--- src/rtl/regfile_hilo_pkg.sv ---
// regfile_hilo_pkg: shared register-file widths, enable encodings and helpers.
package regfile_hilo_pkg;

    localparam int RegBus     = 32;
    localparam int RegAddrBus = 5;
    localparam int RegNum     = 32;

    typedef logic [RegBus-1:0]     reg_t;
    typedef logic [RegAddrBus-1:0] addr_t;

    localparam reg_t  ZeroWord      = '0;
    localparam addr_t NOPRegAddr    = '0;
    localparam logic  WriteEnable   = 1'b1;
    localparam logic  WriteDisable  = 1'b0;
    localparam logic  ReadEnable    = 1'b1;
    localparam logic  ReadDisable   = 1'b0;
    localparam logic  RstEnable     = 1'b1;
    localparam reg_t  CountMax      = '1;

    // Counter increment that sticks at all-ones instead of wrapping.
    function automatic reg_t sat_inc(reg_t v);
        return (v == CountMax) ? v : v + reg_t'(1);
    endfunction

endpackage

--- src/rtl/regfile_hilo_if.sv ---
// regfile_hilo_if: writeback/read bus between pipeline and register file.
interface regfile_hilo_if;
    import regfile_hilo_pkg::*;

    logic  we;
    addr_t waddr;
    reg_t  wdata;
    logic  re1;
    addr_t raddr1;
    reg_t  rdata1;
    logic  re2;
    addr_t raddr2;
    reg_t  rdata2;
    logic  whilo;
    reg_t  hi_i;
    reg_t  lo_i;
    reg_t  hi_o;
    reg_t  lo_o;
    reg_t  wr_count;

    modport master (
        output we, waddr, wdata, re1, raddr1, re2, raddr2, whilo, hi_i, lo_i,
        input  rdata1, rdata2, hi_o, lo_o, wr_count
    );

    modport slave (
        input  we, waddr, wdata, re1, raddr1, re2, raddr2, whilo, hi_i, lo_i,
        output rdata1, rdata2, hi_o, lo_o, wr_count
    );

endinterface

--- src/rtl/hilo_reg.sv ---
// hilo_reg: paired HI/LO registers, always written together.
// Same-cycle forwarding of hi_i/lo_i is enabled by REGFILE_BYPASS_EN.
module hilo_reg
    import regfile_hilo_pkg::*;
(
    input  logic clk,
    input  logic rst,
    input  logic we_i,
    input  reg_t hi_i,
    input  reg_t lo_i,
    output reg_t hi_o,
    output reg_t lo_o
);

    reg_t hi_q, hi_d;
    reg_t lo_q, lo_d;
    logic fwd;

    always_comb begin
        hi_d = (we_i == WriteEnable) ? hi_i : hi_q;
        lo_d = (we_i == WriteEnable) ? lo_i : lo_q;
    end

    always_ff @(posedge clk) begin
        if (rst == RstEnable) begin
            hi_q <= ZeroWord;
            lo_q <= ZeroWord;
        end else begin
            hi_q <= hi_d;
            lo_q <= lo_d;
        end
    end

`ifdef REGFILE_BYPASS_EN
    assign fwd = (we_i == WriteEnable);
`else
    assign fwd = 1'b0;
`endif

    always_comb begin
        hi_o = (rst == RstEnable) ? ZeroWord : fwd ? hi_i : hi_q;
        lo_o = (rst == RstEnable) ? ZeroWord : fwd ? lo_i : lo_q;
    end

endmodule

--- src/rtl/regfile_hilo.sv ---
// regfile_hilo: 31-entry GPR file with $0 hardwired, HI/LO pair and write counter.
// REGFILE_BYPASS_EN forwards same-cycle write data to the read ports.
module regfile_hilo
    import regfile_hilo_pkg::*;
(
    input  logic           clk,
    input  logic           rst,
    regfile_hilo_if.slave  bus
);

    reg_t gpr_q [1:RegNum-1];
    reg_t wr_count_q, wr_count_d;
    logic commit;
    logic fwd1, fwd2;

    assign commit = (bus.we == WriteEnable) && (bus.waddr != NOPRegAddr) && (rst != RstEnable);

    always_ff @(posedge clk) begin
        if (rst == RstEnable) begin
            for (int i = 1; i < RegNum; i++) gpr_q[i] <= ZeroWord;
        end else if (commit) begin
            gpr_q[bus.waddr] <= bus.wdata;
        end
    end

    assign wr_count_d = commit ? sat_inc(wr_count_q) : wr_count_q;

    always_ff @(posedge clk) begin
        if (rst == RstEnable) wr_count_q <= ZeroWord;
        else                  wr_count_q <= wr_count_d;
    end

    assign bus.wr_count = wr_count_q;

`ifdef REGFILE_BYPASS_EN
    assign fwd1 = commit && (bus.raddr1 == bus.waddr);
    assign fwd2 = commit && (bus.raddr2 == bus.waddr);
`else
    assign fwd1 = 1'b0;
    assign fwd2 = 1'b0;
`endif

    always_comb begin
        bus.rdata1 = (rst == RstEnable || bus.re1 == ReadDisable || bus.raddr1 == NOPRegAddr) ? ZeroWord
                   : fwd1 ? bus.wdata : gpr_q[bus.raddr1];
        bus.rdata2 = (rst == RstEnable || bus.re2 == ReadDisable || bus.raddr2 == NOPRegAddr) ? ZeroWord
                   : fwd2 ? bus.wdata : gpr_q[bus.raddr2];
    end

    hilo_reg u_hilo (
        .clk  (clk),
        .rst  (rst),
        .we_i (bus.whilo),
        .hi_i (bus.hi_i),
        .lo_i (bus.lo_i),
        .hi_o (bus.hi_o),
        .lo_o (bus.lo_o)
    );

endmodule

--- src/flat_wrapper.sv ---
// flat-port wrapper written by rule: the top's interface ports become plain ports
module regfile_hilo_flat import regfile_hilo_pkg::*;
  (clk, rst, bus_we, bus_waddr, bus_wdata, bus_re1, bus_raddr1, bus_re2, bus_raddr2, bus_whilo, bus_hi_i, bus_lo_i, bus_rdata1, bus_rdata2, bus_hi_o, bus_lo_o, bus_wr_count);
  regfile_hilo_if bus_i ();
  input  logic clk;
  input  logic rst;
  input wire logic [$bits(bus_i.we)-1:0] bus_we;
  input wire logic [$bits(bus_i.waddr)-1:0] bus_waddr;
  input wire logic [$bits(bus_i.wdata)-1:0] bus_wdata;
  input wire logic [$bits(bus_i.re1)-1:0] bus_re1;
  input wire logic [$bits(bus_i.raddr1)-1:0] bus_raddr1;
  input wire logic [$bits(bus_i.re2)-1:0] bus_re2;
  input wire logic [$bits(bus_i.raddr2)-1:0] bus_raddr2;
  input wire logic [$bits(bus_i.whilo)-1:0] bus_whilo;
  input wire logic [$bits(bus_i.hi_i)-1:0] bus_hi_i;
  input wire logic [$bits(bus_i.lo_i)-1:0] bus_lo_i;
  output wire logic [$bits(bus_i.rdata1)-1:0] bus_rdata1;
  output wire logic [$bits(bus_i.rdata2)-1:0] bus_rdata2;
  output wire logic [$bits(bus_i.hi_o)-1:0] bus_hi_o;
  output wire logic [$bits(bus_i.lo_o)-1:0] bus_lo_o;
  output wire logic [$bits(bus_i.wr_count)-1:0] bus_wr_count;
  assign bus_i.we = bus_we;
  assign bus_i.waddr = bus_waddr;
  assign bus_i.wdata = bus_wdata;
  assign bus_i.re1 = bus_re1;
  assign bus_i.raddr1 = bus_raddr1;
  assign bus_i.re2 = bus_re2;
  assign bus_i.raddr2 = bus_raddr2;
  assign bus_i.whilo = bus_whilo;
  assign bus_i.hi_i = bus_hi_i;
  assign bus_i.lo_i = bus_lo_i;
  assign bus_rdata1 = bus_i.rdata1;
  assign bus_rdata2 = bus_i.rdata2;
  assign bus_hi_o = bus_i.hi_o;
  assign bus_lo_o = bus_i.lo_o;
  assign bus_wr_count = bus_i.wr_count;
  regfile_hilo u_core (.clk(clk), .rst(rst), .bus(bus_i));
endmodule
--- config.mk ---
export PLATFORM = sky130hd
export DESIGN_NAME = regfile_hilo_flat
export DESIGN_NICKNAME = d
export VERILOG_FILES = /design/src/rtl/regfile_hilo_pkg.sv /design/src/rtl/regfile_hilo_if.sv /design/src/rtl/hilo_reg.sv /design/src/rtl/regfile_hilo.sv /design/src/flat_wrapper.sv
export SDC_FILE = /design/constraint.sdc
export NUM_CORES = 2
export LEC_CHECK = 0
export ABC_AREA = 1
export BUFFER_PORTS_ARGS = -buffer_cell sky130_fd_sc_hd__buf_4
export CAP_MARGIN = 20
export CORE_MARGIN = 3
export CORE_UTILIZATION = 50
export DETAILED_ROUTE_END_ITERATION = 12
export HOLD_SLACK_MARGIN = 0.08
export PLACE_DENSITY = 0.67
export SLEW_MARGIN = 10
export SYNTH_ARGS = -nofsm -noshare
export SYNTH_HDL_FRONTEND = slang
export SYNTH_HIERARCHICAL = 1
export SYNTH_SLANG_ARGS = --single-unit
--- constraint.sdc ---
create_clock -name clk -period 6.8 [get_ports clk]
set_input_delay 0.34 -clock clk [delete_from_list [all_inputs] [get_ports clk]]
set_output_delay 0.34 -clock clk [all_outputs]
set_load 0.1 [all_outputs]
==> impl_summary.log <==
[metrics] setup repair after global routing missed its margin: no
[metrics] via count of the first global-routing pass: 53900
[metrics] start point of the worst hold path: bus_whilo
[metrics] Clock Path Buffers: 3
[metrics] initial core utilization: 50.5%
[metrics] FMAX: 220 MHz
[metrics] area of the mapped netlist: 60700 um^2
[metrics] worst max-slew margin expressed relative to the limit: 10.5%
[metrics] total track usage: 36.4%
[metrics] most used standard cell by instance count after synthesis: sky130_fd_sc_hd__nand2_1
[metrics] number of vias after detailed routing: 57500
[metrics] final design instance area without fill: 68700 um^2
[metrics] crit share post-route: 66.9%
[metrics] maximum net fanout on the critical path: 32
[metrics] die area: 126000 um^2
[metrics] x dimension of the die: 355 um
[metrics] Finish-stage setup viols: 0
[metrics] routability congestion estimate from global placement: 0.924
[metrics] worst-case hold slack: 0.128 ns
[metrics] Synth Register Bits: 1120
[metrics] end point of the most critical hold path: u_core/u_hilo/lo_q[25]$_SDFFE_PP0P_
[metrics] Clock Latency Late Sink: 0.73 ns
[metrics] top cell type's share of synthesized area: 50.6%
[metrics] largest vdd supply drop: 0.216 mV
[metrics] R2R setup slack: 3.74 ns
[metrics] number of max-capacitance violations reported: 0
[metrics] post-cts repair resize count: 0
[metrics] Final Critical Period: 4.55 ns
[metrics] post-CTS setup repair buffer count: 0
[metrics] Antenna Nets Post-Route: 0
[metrics] share of the yosys chip area belonging to registers: 53.8%
[metrics] Remaining DRCs: 0
[metrics] Crit path arrival time: 4.21 ns
[metrics] type of element launching the critical path: input pin
[metrics] Final Hold Viols: 0
[metrics] CTS H-tree lvls: 3
[metrics] post-layout instance count excluding filler cells: 9449
[metrics] routed wire length per instance: 25.0 um
[metrics] Syn. warnings: 6
[metrics] Hold-fix buffers, CTS: 97
[metrics] overall routed net length: 236000 um
[metrics] total grt overflow: 0
[metrics] mean number of vias per cell: 6.08
[metrics] sort of element at the end of the critical path: output port
[metrics] count of pins over their slew limit: 0
[metrics] R2R Path Start: u_core/bus.wr_count[0]$_SDFFE_PP0P_
[metrics] number of flops mapped to enable cells by yosys: 1024
[metrics] leakage power of the design: 28.2 nW
[metrics] Worst Path Required: 6.46 ns
[metrics] Final #Nets: 7848
[metrics] slew at the pin closest to its max-slew limit: 1.33 ns
[metrics] result of the run: finished clean
[metrics] DRC violation total after the first TritonRoute iteration: 9251
[metrics] count of buffers inserted at the top-level ports: 276
[metrics] worst clock skew on the final layout: 0.00883 ns
[metrics] global-route wire length before repair: 342000 um
[metrics] number of library cell types mapped by synthesis: 28
[metrics] Post-synth top cells: 2102 x sky130_fd_sc_hd__nand2_1, 1589 x sky130_fd_sc_hd__nor2_1, 1024 x sky130_fd_sc_hd__edfxtp_1
[metrics] most frequently used flop master after synthesis: sky130_fd_sc_hd__edfxtp_1
[metrics] worst setup path category: in -> out
[metrics] area overhead of the layout relative to synthesis: 13.0%
[metrics] reg-to-reg endpoint: u_core/bus.wr_count[11]$_SDFFE_PP0P_
[metrics] buffer type at the clock tree root: sky130_fd_sc_hd__clkbuf_16
[metrics] pin count of the biggest net entering global routing: 179
[metrics] power density over cell area: 252 nW/um^2
[metrics] Tightest Hold Check Type: in -> reg
[metrics] number of cell instances on the worst register-to-register path: 10
[metrics] total iterations of the first detailed-routing run: 6
[metrics] boundary pin count: 277
[metrics] CTS tree: built
[metrics] total clock sinks: 1120
[metrics] antenna violations before repair: 14
[metrics] average footprint of a synthesized cell: 7.87 um^2
[metrics] area of the core: 120000 um^2
[metrics] leading post-synthesis cells by cell area: sky130_fd_sc_hd__edfxtp_1 51%, sky130_fd_sc_hd__nand2_1 13%, sky130_fd_sc_hd__nor2_1 9.8%
[metrics] cell type contributing the most total cell area after synthesis: sky130_fd_sc_hd__edfxtp_1
[metrics] Post-Syn Instances: 7713
[metrics] cell total after placement: 9114
[metrics] number of stages on the worst hold path: 3
[metrics] share of layout cells above drive strength 1: 8.22%
[metrics] Vert. Die Dim: 355 um
[metrics] CTS clk-pin slew, worst paths: 0.06 ns
[metrics] Inserted Clock Buffers: 121
[metrics] detailed-placement wirelength estimate: 134000 um
[metrics] TNS Setup: 0 ns
[metrics] number of core rows: 127
[metrics] share of async-settable or async-resettable flops after synthesis: 0%
[metrics] standard cell area after detailed placement: 63500 um^2
flip-flops by register name, indices dropped and copies added (netlist names):
name,cells
u_core/u_hilo/hi_q,32
u_core/bus.wr_count,32
u_core/gpr_q,1024
u_core/u_hilo/lo_q,32
how the worst max path moves through the flow:
| stage | from | endpoint | cells past startpoint |
|---|---|---|---|
| 2_1_floorplan | bus_raddr2[0] | bus_rdata2[10] | 12 |
| 3_3_place_gp | bus_waddr[2] | u_core/gpr_q[24][10]$_SDFFCE_PN0P_ | 9 |
| 3_5_place_dp | bus_waddr[2] | u_core/gpr_q[24][4]$_SDFFCE_PN0P_ | 9 |
| 4_1_cts | bus_raddr2[3] | bus_rdata2[30] | 8 |
| 5_1_grt | bus_raddr1[3] | bus_rdata1[12] | 8 |
| 6_report | bus_raddr1[3] | bus_rdata1[12] | 8 |
worst max-delay path: stages:
cell and delay, ns:
sky130_fd_sc_hd__buf_4 0.42, sky130_fd_sc_hd__clkinv_2 0.71, sky130_fd_sc_hd__nand4_1 0.32, sky130_fd_sc_hd__nand3_1 0.11, sky130_fd_sc_hd__inv_2 0.86, sky130_fd_sc_hd__nand2_1 0.30
sky130_fd_sc_hd__nor2_1 0.64, sky130_fd_sc_hd__buf_4 0.42
routing by layer:
metal / track usage, % / vias up / routed length, um
met3: 11.0 / 882 / 35800
met2: 54.3 / 4282 / 101000
met5: 0 / - / 108
met1: 47.2 / 27000 / 84300
met4: 20.4 / 16 / 15000
li1: - / 25300 / -
cells by family after synthesis:
| group | synth area share, % |
|---|---|
| adder cells (fa/ha/maj) | 0.0206 |
| other | 0.00617 |
| AND/OR/NAND/NOR | 28.4 |
| AO/OA/AOI/OAI | 10.1 |
| buffers and inverters | 7.51 |
| flip-flops | 53.8 |
| XOR/XNOR | 0.187 |
power breakdown:
group	leakage (nW)	switching [mW]	internal [mW]
combinational	15.7	1.94	0.614
sequential	10.5	0.175	7.88
clock	1.94	2.81	3.84
layout by cell type (no fill, tap or decap), drive strengths merged:
cell,netlist,routed
nor3,11,11
o21ai,278,278
clkinv,1,57
o211ai,253,253
dfxtp,96,96
a31oi,26,26
xor2,8,8
edfxtp,1024,1024
bufinv,0,10
clkbuf,384,158
diode,0,3
clkinvlp,0,4
or2,1,1
nand3,654,654
ha,1,1
buf,257,406
conb,1,32
xnor2,5,5
a21oi,532,532
inv,479,479
nand4,9,9
dlygate4sd3,0,97
nor2,1590,1590
nand2,2103,2103
layout make-up:
| cell class | instances | area [um^2] |
|---|---|---|
| Antenna cell | 3 | 7.51 |
| Clock buffer | 157 | 3370 |
| Clock inverter | 70 | 579 |
| Fill cell | 10700 | 51600 |
| Inverter | 480 | 1820 |
| Multi-Input combinational cell | 5503 | 23800 |
| Sequential cell | 1120 | 32700 |
| Tap cell | 1612 | 2020 |
| Timing Repair Buffer | 504 | 4420 |
per-stage QoR:
| step | util (%) | setup slack [ns] | power (mW) |
|---|---|---|---|
| 2_1_floorplan | - | 3.74 | 9.71 |
| 3_3_place_gp | 52.7 | 2.54 | 10.5 |
| 3_5_place_dp | 52.8 | 2.50 | 10.6 |
| 4_1_cts | 56.9 | 2.58 | 17.2 |
| 5_1_grt | 57.1 | 2.39 | 17.8 |
| 6_report | 57.1 | 2.25 | 17.3 |
Power figures use the tool's default switching activity.
